$ cat src/rtl/if_stage_if.sv
// Fetch-stage bus: ROM port, pipeline control inputs and the IF/ID register outputs.
// master = fetch stage side, slave = ROM/decode/control side.
interface if_stage_if;
    logic [19:0] rom_addr;
    logic [31:0] rom_inst;
    logic        stall;
    logic        redirect;
    logic [31:0] redirect_pc;
    logic [31:0] id_pc;
    logic [31:0] id_inst;
    logic        id_valid;
    logic        halted;
    logic        fault;
    logic        misalign;

    modport master (
        output rom_addr, id_pc, id_inst, id_valid, halted, fault, misalign,
        input  rom_inst, stall, redirect, redirect_pc
    );

    modport slave (
        input  rom_addr, id_pc, id_inst, id_valid, halted, fault, misalign,
        output rom_inst, stall, redirect, redirect_pc
    );
endinterface

$ cat src/rtl/if_stage.sv
// Instruction fetch stage: PC, combinational ROM access, IF/ID register, RUN/HALT/FAULT control.
// Optional macro IF_MISALIGN_CHECK_EN turns a misaligned redirect into a sticky fault.
module if_stage #(
    parameter logic [31:0] RESET_PC  = 32'h0000_0000,
    parameter int unsigned ROM_WORDS = 2049
) (
    input logic      clk,
    input logic      rst,
    if_stage_if.master bus
);

    localparam int unsigned XLEN      = 32;
    localparam int unsigned ADDR_W    = 20;
    localparam logic [XLEN-1:0] NOP_INST    = 32'h0000_0013;
    localparam logic [XLEN-1:0] EBREAK_INST = 32'h0010_0073;

    typedef enum logic [1:0] {
        RUN   = 2'd0,
        HALT  = 2'd1,
        FAULT = 2'd2
    } state_t;

    state_t          state_q, state_n;
    logic [XLEN-1:0] pc_q, pc_n;
    logic [XLEN-1:0] id_pc_q, id_pc_n;
    logic [XLEN-1:0] id_inst_q, id_inst_n;
    logic            id_valid_q, id_valid_n;
    logic            halted_c, fault_c;
    logic            in_range_c;
    logic            is_ebreak_c;
    logic            mis_redirect_c;

    assign in_range_c  = ({2'b00, pc_q[XLEN-1:2]} < XLEN'(ROM_WORDS));
    assign is_ebreak_c = (bus.rom_inst == EBREAK_INST);

`ifdef IF_MISALIGN_CHECK_EN
    assign mis_redirect_c = (bus.redirect_pc[1:0] != 2'b00);
`else
    logic unused_redirect_lsbs;
    assign mis_redirect_c       = 1'b0;
    assign unused_redirect_lsbs = ^bus.redirect_pc[1:0];
`endif

    // State register
    always_ff @(posedge clk) begin
        if (rst) state_q <= RUN;
        else     state_q <= state_n;
    end

    // Next state: redirect > stall > out-of-range > fetch; HALT/FAULT only leave on reset
    always_comb begin
        state_n = state_q;
        if (state_q == RUN) begin
            if (bus.redirect) begin
                if (mis_redirect_c) state_n = FAULT;
            end else if (!bus.stall) begin
                if (!in_range_c)      state_n = FAULT;
                else if (is_ebreak_c) state_n = HALT;
            end
        end
    end

    // State decode outputs
    always_comb begin
        halted_c = 1'b0;
        fault_c  = 1'b0;
        case (state_q)
            HALT:    halted_c = 1'b1;
            FAULT:   fault_c  = 1'b1;
            default: ;
        endcase
    end

    // Datapath next values
    always_comb begin
        pc_n       = pc_q;
        id_pc_n    = id_pc_q;
        id_inst_n  = id_inst_q;
        id_valid_n = id_valid_q;
        if (state_q == RUN) begin
            if (bus.redirect) begin
                id_valid_n = 1'b0;
                if (!mis_redirect_c) pc_n = {bus.redirect_pc[XLEN-1:2], 2'b00};
            end else if (!bus.stall) begin
                if (!in_range_c) begin
                    id_valid_n = 1'b0;
                end else begin
                    id_inst_n  = bus.rom_inst;
                    id_pc_n    = pc_q;
                    id_valid_n = 1'b1;
                    pc_n       = pc_q + XLEN'(4);
                end
            end
        end else if (!bus.stall) begin
            id_valid_n = 1'b0;
        end
    end

    always_ff @(posedge clk) begin
        if (rst) begin
            pc_q       <= RESET_PC;
            id_pc_q    <= '0;
            id_inst_q  <= NOP_INST;
            id_valid_q <= 1'b0;
        end else begin
            pc_q       <= pc_n;
            id_pc_q    <= id_pc_n;
            id_inst_q  <= id_inst_n;
            id_valid_q <= id_valid_n;
        end
    end

`ifdef IF_MISALIGN_CHECK_EN
    logic misalign_q;

    // Sticky cause flag, only cleared by reset
    always_ff @(posedge clk) begin
        if (rst)
            misalign_q <= 1'b0;
        else if (state_q == RUN && bus.redirect && mis_redirect_c)
            misalign_q <= 1'b1;
    end

    assign bus.misalign = misalign_q;
`else
    assign bus.misalign = 1'b0;
`endif

    assign bus.rom_addr = pc_q[ADDR_W+1:2];
    assign bus.id_pc    = id_pc_q;
    assign bus.id_inst  = id_inst_q;
    assign bus.id_valid = id_valid_q;
    assign bus.halted   = halted_c;
    assign bus.fault    = fault_c;

endmodule

$ cat src/flat_wrapper.sv
// flat-port wrapper written by rule: the top's interface ports become plain ports
module if_stage_flat 
#(
    parameter logic [31:0] RESET_PC  = 32'h0000_0000,
    parameter int unsigned ROM_WORDS = 2049
)
  (clk, rst, bus_rom_addr, bus_id_pc, bus_id_inst, bus_id_valid, bus_halted, bus_fault, bus_misalign, bus_rom_inst, bus_stall, bus_redirect, bus_redirect_pc);
  if_stage_if bus_i ();
  input logic clk;
  input logic rst;
  output wire logic [$bits(bus_i.rom_addr)-1:0] bus_rom_addr;
  output wire logic [$bits(bus_i.id_pc)-1:0] bus_id_pc;
  output wire logic [$bits(bus_i.id_inst)-1:0] bus_id_inst;
  output wire logic [$bits(bus_i.id_valid)-1:0] bus_id_valid;
  output wire logic [$bits(bus_i.halted)-1:0] bus_halted;
  output wire logic [$bits(bus_i.fault)-1:0] bus_fault;
  output wire logic [$bits(bus_i.misalign)-1:0] bus_misalign;
  input wire logic [$bits(bus_i.rom_inst)-1:0] bus_rom_inst;
  input wire logic [$bits(bus_i.stall)-1:0] bus_stall;
  input wire logic [$bits(bus_i.redirect)-1:0] bus_redirect;
  input wire logic [$bits(bus_i.redirect_pc)-1:0] bus_redirect_pc;
  assign bus_rom_addr = bus_i.rom_addr;
  assign bus_id_pc = bus_i.id_pc;
  assign bus_id_inst = bus_i.id_inst;
  assign bus_id_valid = bus_i.id_valid;
  assign bus_halted = bus_i.halted;
  assign bus_fault = bus_i.fault;
  assign bus_misalign = bus_i.misalign;
  assign bus_i.rom_inst = bus_rom_inst;
  assign bus_i.stall = bus_stall;
  assign bus_i.redirect = bus_redirect;
  assign bus_i.redirect_pc = bus_redirect_pc;
  if_stage #(.RESET_PC(RESET_PC), .ROM_WORDS(ROM_WORDS)) u_core (.clk(clk), .rst(rst), .bus(bus_i));
endmodule
$ cat config.mk
export PLATFORM = sky130hd
export DESIGN_NAME = if_stage_flat
export DESIGN_NICKNAME = d
export VERILOG_FILES = /design/src/rtl/if_stage_if.sv /design/src/rtl/if_stage.sv /design/src/flat_wrapper.sv
export SDC_FILE = /design/constraint.sdc
export NUM_CORES = 1
export LEC_CHECK = 0
export CAP_MARGIN = 10
export CORE_MARGIN = 4
export CORE_UTILIZATION = 45
export DETAILED_ROUTE_END_ITERATION = 7
export PLACE_DENSITY = 0.88
export SLEW_MARGIN = 20
export SYNTH_ARGS = -nofsm -noshare
export SYNTH_HDL_FRONTEND = slang
export SYNTH_SLANG_ARGS = --single-unit
$ cat constraint.sdc
create_clock -name clk -period 2.65 [get_ports clk]
set_input_delay 0.3975 -clock clk [delete_from_list [all_inputs] [get_ports clk]]
set_output_delay 0.3975 -clock clk [all_outputs]
set_load 0.005 [all_outputs]
==> reports/results.md <==
- 0 ns — Setup Total Neg Slack
- 64.1% — final core utilization
- 0 — diode count
- 0.00210 uW — leakage power total
- 95 — sinks on the clock net
- 0 — count of flip-flops with a built-in enable after synthesis
- nor4_1, nand4b_1, o31ai_4, a21oi_1, a211oi_1 — ordered cell list for the critical path
- 1900 um^2 — Seq. cell area
- 0 — Detail Route Antenna Nets
- 0.79 ns — CP max stage delay
- 3080 uW — total power after layout
- 733 — final non-filler cell total
- 0 — Post-CTS Hold Buffers
- 16.8 um — DR WL/cell
- sky130_fd_sc_hd__clkbuf_8 — CTS Root Cell
- 11200 um^2 — die area
- 669 — Final nets
- 106 um — width of the die
- 0.891 ns — transition at the pin with the smallest max-transition slack
- 2.47 ns — minimum period implied by the final worst setup slack
- 54 — synth unique cells
- 0% — fraction of registers with async set or reset after synthesis
- 9 — Inserted Clock Buffers
- 106 um — Die Height
- 755 — count of fill cells added during filler insertion
- 0.37 ns — clock network latency to the later pin of the worst-skew pair
- 149 x sky130_fd_sc_hd__clkdlybuf4s50_1, 95 x sky130_fd_sc_hd__dfxtp_1, 65 x sky130_fd_sc_hd__nor2_1 — most frequent cells in the layout
- sky130_fd_sc_hd__clkdlybuf4s50_1 — most common library cell in the layout ignoring fill and taps
- 37 — largest net degree at the start of global routing
- 0 — total of endpoints with negative setup slack in the final report
- 17 — crit-path max FO
- 38.5% — area grow syn2layout
- 476 — synthesized instance count
- 44.3% — portion of the post-synthesis area used by sequential elements
- 0.297 mV — maximum vdd drop
- 19900 um — wire length of the first global-routing pass
- 9.03 um^2 — average size of a mapped cell
- 9280 um^2 — Core Footprint
- 95 — #FFs+latches synth
- 4019 — number of global-route vias before repair
- 46.3% — initial cell density of the core
- u_core.pc_q[20] — worst reg2reg startpoint
- 717 — placed cell count
- register — crit path launch type
- 0.10 ns — clock edge transition at the registers on the reported setup and hold paths
- reg -> reg — HP Class
- 30.9% — clock share of power
- 170 — Detailed Route Iter0 Violations
- 2 — deepest clock path buffer count
- 0.894 — weighted congestion reported at the end of routability-driven placement
- 5.47 — routed via count divided by cell count
- 18.5% — proportion of power drawn by combinational gates
- sky130_fd_sc_hd__dfxtp_1 — most used flip-flop cell after synthesis
- 29.9% — share of total power consumed by net switching
- 0 — final-report hold violation count
- 40.6% — relative slew slack
- 93.4% — share of the cycle needed by the critical path after routing
- 4010 — vias after detailed routing
- 50.5% — proportion of power drawn by flip-flops and latches
- 22.0% — overall track demand over capacity in global routing
- 2050 um^2 — area taken by multi-input logic gates
- 404 MHz — Achievable Freq
- register — CP endpoint kind
- 5750 um^2 — total placed instance area
- 0 — count of instances resized after the clock tree is built
- 0 — warning count from the yosys run
- 2.93 ns — required time reported for the critical path endpoint
- 0 — DR DRC count
- built — TritonCTS clock tree
- u_core.bus.id_pc[22] — hold_sp
- 921 uW — total net switching power
- 0.0102 ns — worst clock skew
- complete, no violations — status
- 3 — maximum level of the CTS H-tree
- 1 — Hold Path Stages
- 0 — maxcap violations
- reg -> reg — Crit Path Class
- u_core.pc_q[7] — endpoint of the most critical register-to-register path
- sky130_fd_sc_hd__o31ai_4 — library cell contributing the largest single delay on the critical path
- 5950 um^2 — post-route standard cell area excluding fillers
- 0 — antenna violations before repair
- 2.76 ns — arrival time of the worst setup path
- 5 — depth of the worst register-to-register path
- 0 — total gr overflow
- 4 — total iterations of the first detailed-routing run
- 35 — standard-cell row count
- 0 — number of setup buffers added after CTS
- no — setup repair after global routing missed its margin
- 9190 um — half-perimeter wire length after placement
- u_core.bus.id_pc[22] — end point of the worst hold path
- 0.18 ns — R2R setup slack
- 2160 uW — cell internal pwr
- 4300 um^2 — Cell Area, Synth
- 150 — port bufs
- 156 — number of top-level pins
- 0 — final number of max-transition violations
- 6.13% — layout cells sized above 1
- 12300 um — final WL
- 518 nW/um^2 — power density normalized to cell area
-- flip-flops by register name, indices dropped and copies added (netlist names) --
| register | count |
|---|---|
| u_core.bus.id_valid | 1 |
| u_core.pc_q | 30 |
| u_core.bus.id_inst | 32 |
| u_core.state_q | 2 |
| u_core.bus.id_pc | 30 |
-- through the flow --
step                      setup slack, ns  hold WS [ns]
after floorplan                     0.614         0.440
after global placement              0.185         0.442
after detailed placement           0.0973         0.444
after CTS                           0.217         0.473
after global routing               0.0361         0.484
final                               0.176         0.469
-- how the worst max path moves through the flow --
stage | slack [ns] | end | cells after the start | start
global placement | 0.18 | u_core.pc_q[24] | 7 | bus_redirect
CTS | 0.22 | u_core.pc_q[7] | 5 | u_core.pc_q[20]
detailed placement | 0.1 | u_core.pc_q[24] | 7 | bus_redirect
floorplan | 0.61 | u_core.state_q[0] | 8 | u_core.pc_q[2]
global route | 0.04 | u_core.pc_q[8] | 5 | u_core.pc_q[20]
finish | 0.18 | u_core.pc_q[7] | 5 | u_core.pc_q[20]
-- power by group through the flow --
stage / Combinational (uW) / Clock (uW) / Sequential [uW]
floorplan: 334 / 0 / 1560
global placement: 553 / 0 / 1590
detailed placement: 568 / 0 / 1590
CTS: 571 / 973 / 1560
global route: 620 / 1040 / 1570
finish: 571 / 955 / 1560
-- critical path: cells and delay by family (launching register included) --
family          cells  cell delay, ns
flops               1            0.39
compound gates      3            1.21
simple gates        2            0.80
-- layer usage --
metal | global-route usage (%) | wire length (um) | vias to the layer above
met5 | 0 | 0 | -
met4 | 6.11 | 142 | 0
met3 | 10.9 | 1490 | 13
met2 | 35.9 | 5810 | 204
met1 | 25.6 | 4860 | 1889
li1 | - | - | 1904
-- Yosys cell counts (all sizes together), types with 3 or more instances --
| cell | instances | area (um^2) |
|---|---|---|
| and2 | 22 | 138 |
| a31oi | 4 | 25.0 |
| nand3 | 14 | 70.1 |
| a311oi | 3 | 32.5 |
| mux2i | 50 | 500 |
| o21ai | 10 | 50.1 |
| nor4 | 17 | 128 |
| a21oi | 12 | 60.1 |
| o41ai | 3 | 26.3 |
| dfxtp | 95 | 1900 |
| nand2b | 3 | 18.8 |
| clkbuf | 18 | 67.6 |
| and3 | 3 | 18.8 |
| nor4b | 3 | 32.5 |
| nand4 | 6 | 37.5 |
| a22oi | 5 | 37.5 |
| inv | 9 | 33.8 |
| nor2 | 65 | 244 |
| nand2 | 35 | 131 |
| o31ai | 9 | 81.3 |
| a211oi | 5 | 37.5 |
| buf | 35 | 261 |
| a221oi | 4 | 35.0 |
| nor3 | 15 | 75.1 |
-- cell families after synthesis --
family / synth area share (%)
buf+inv: 8.44
compound gates: 11.5
flops: 44.3
other cells: 0.0873
mux: 11.6
fa+ha+maj: 0.582
xor+xnor: 0.408
simple gates: 23.1
-- cell type report --
type	instances	share of cell area (%)
Timing Repair Buffer	163	27.0
Clock buffer	9	2.08
Multi-Input combinational cell	321	34.4
Clock inverter	7	1.24
Inverter	9	0.568
Sequential cell	95	32.0
Tap cell	129	2.71
Power figures use the tool's default switching activity.
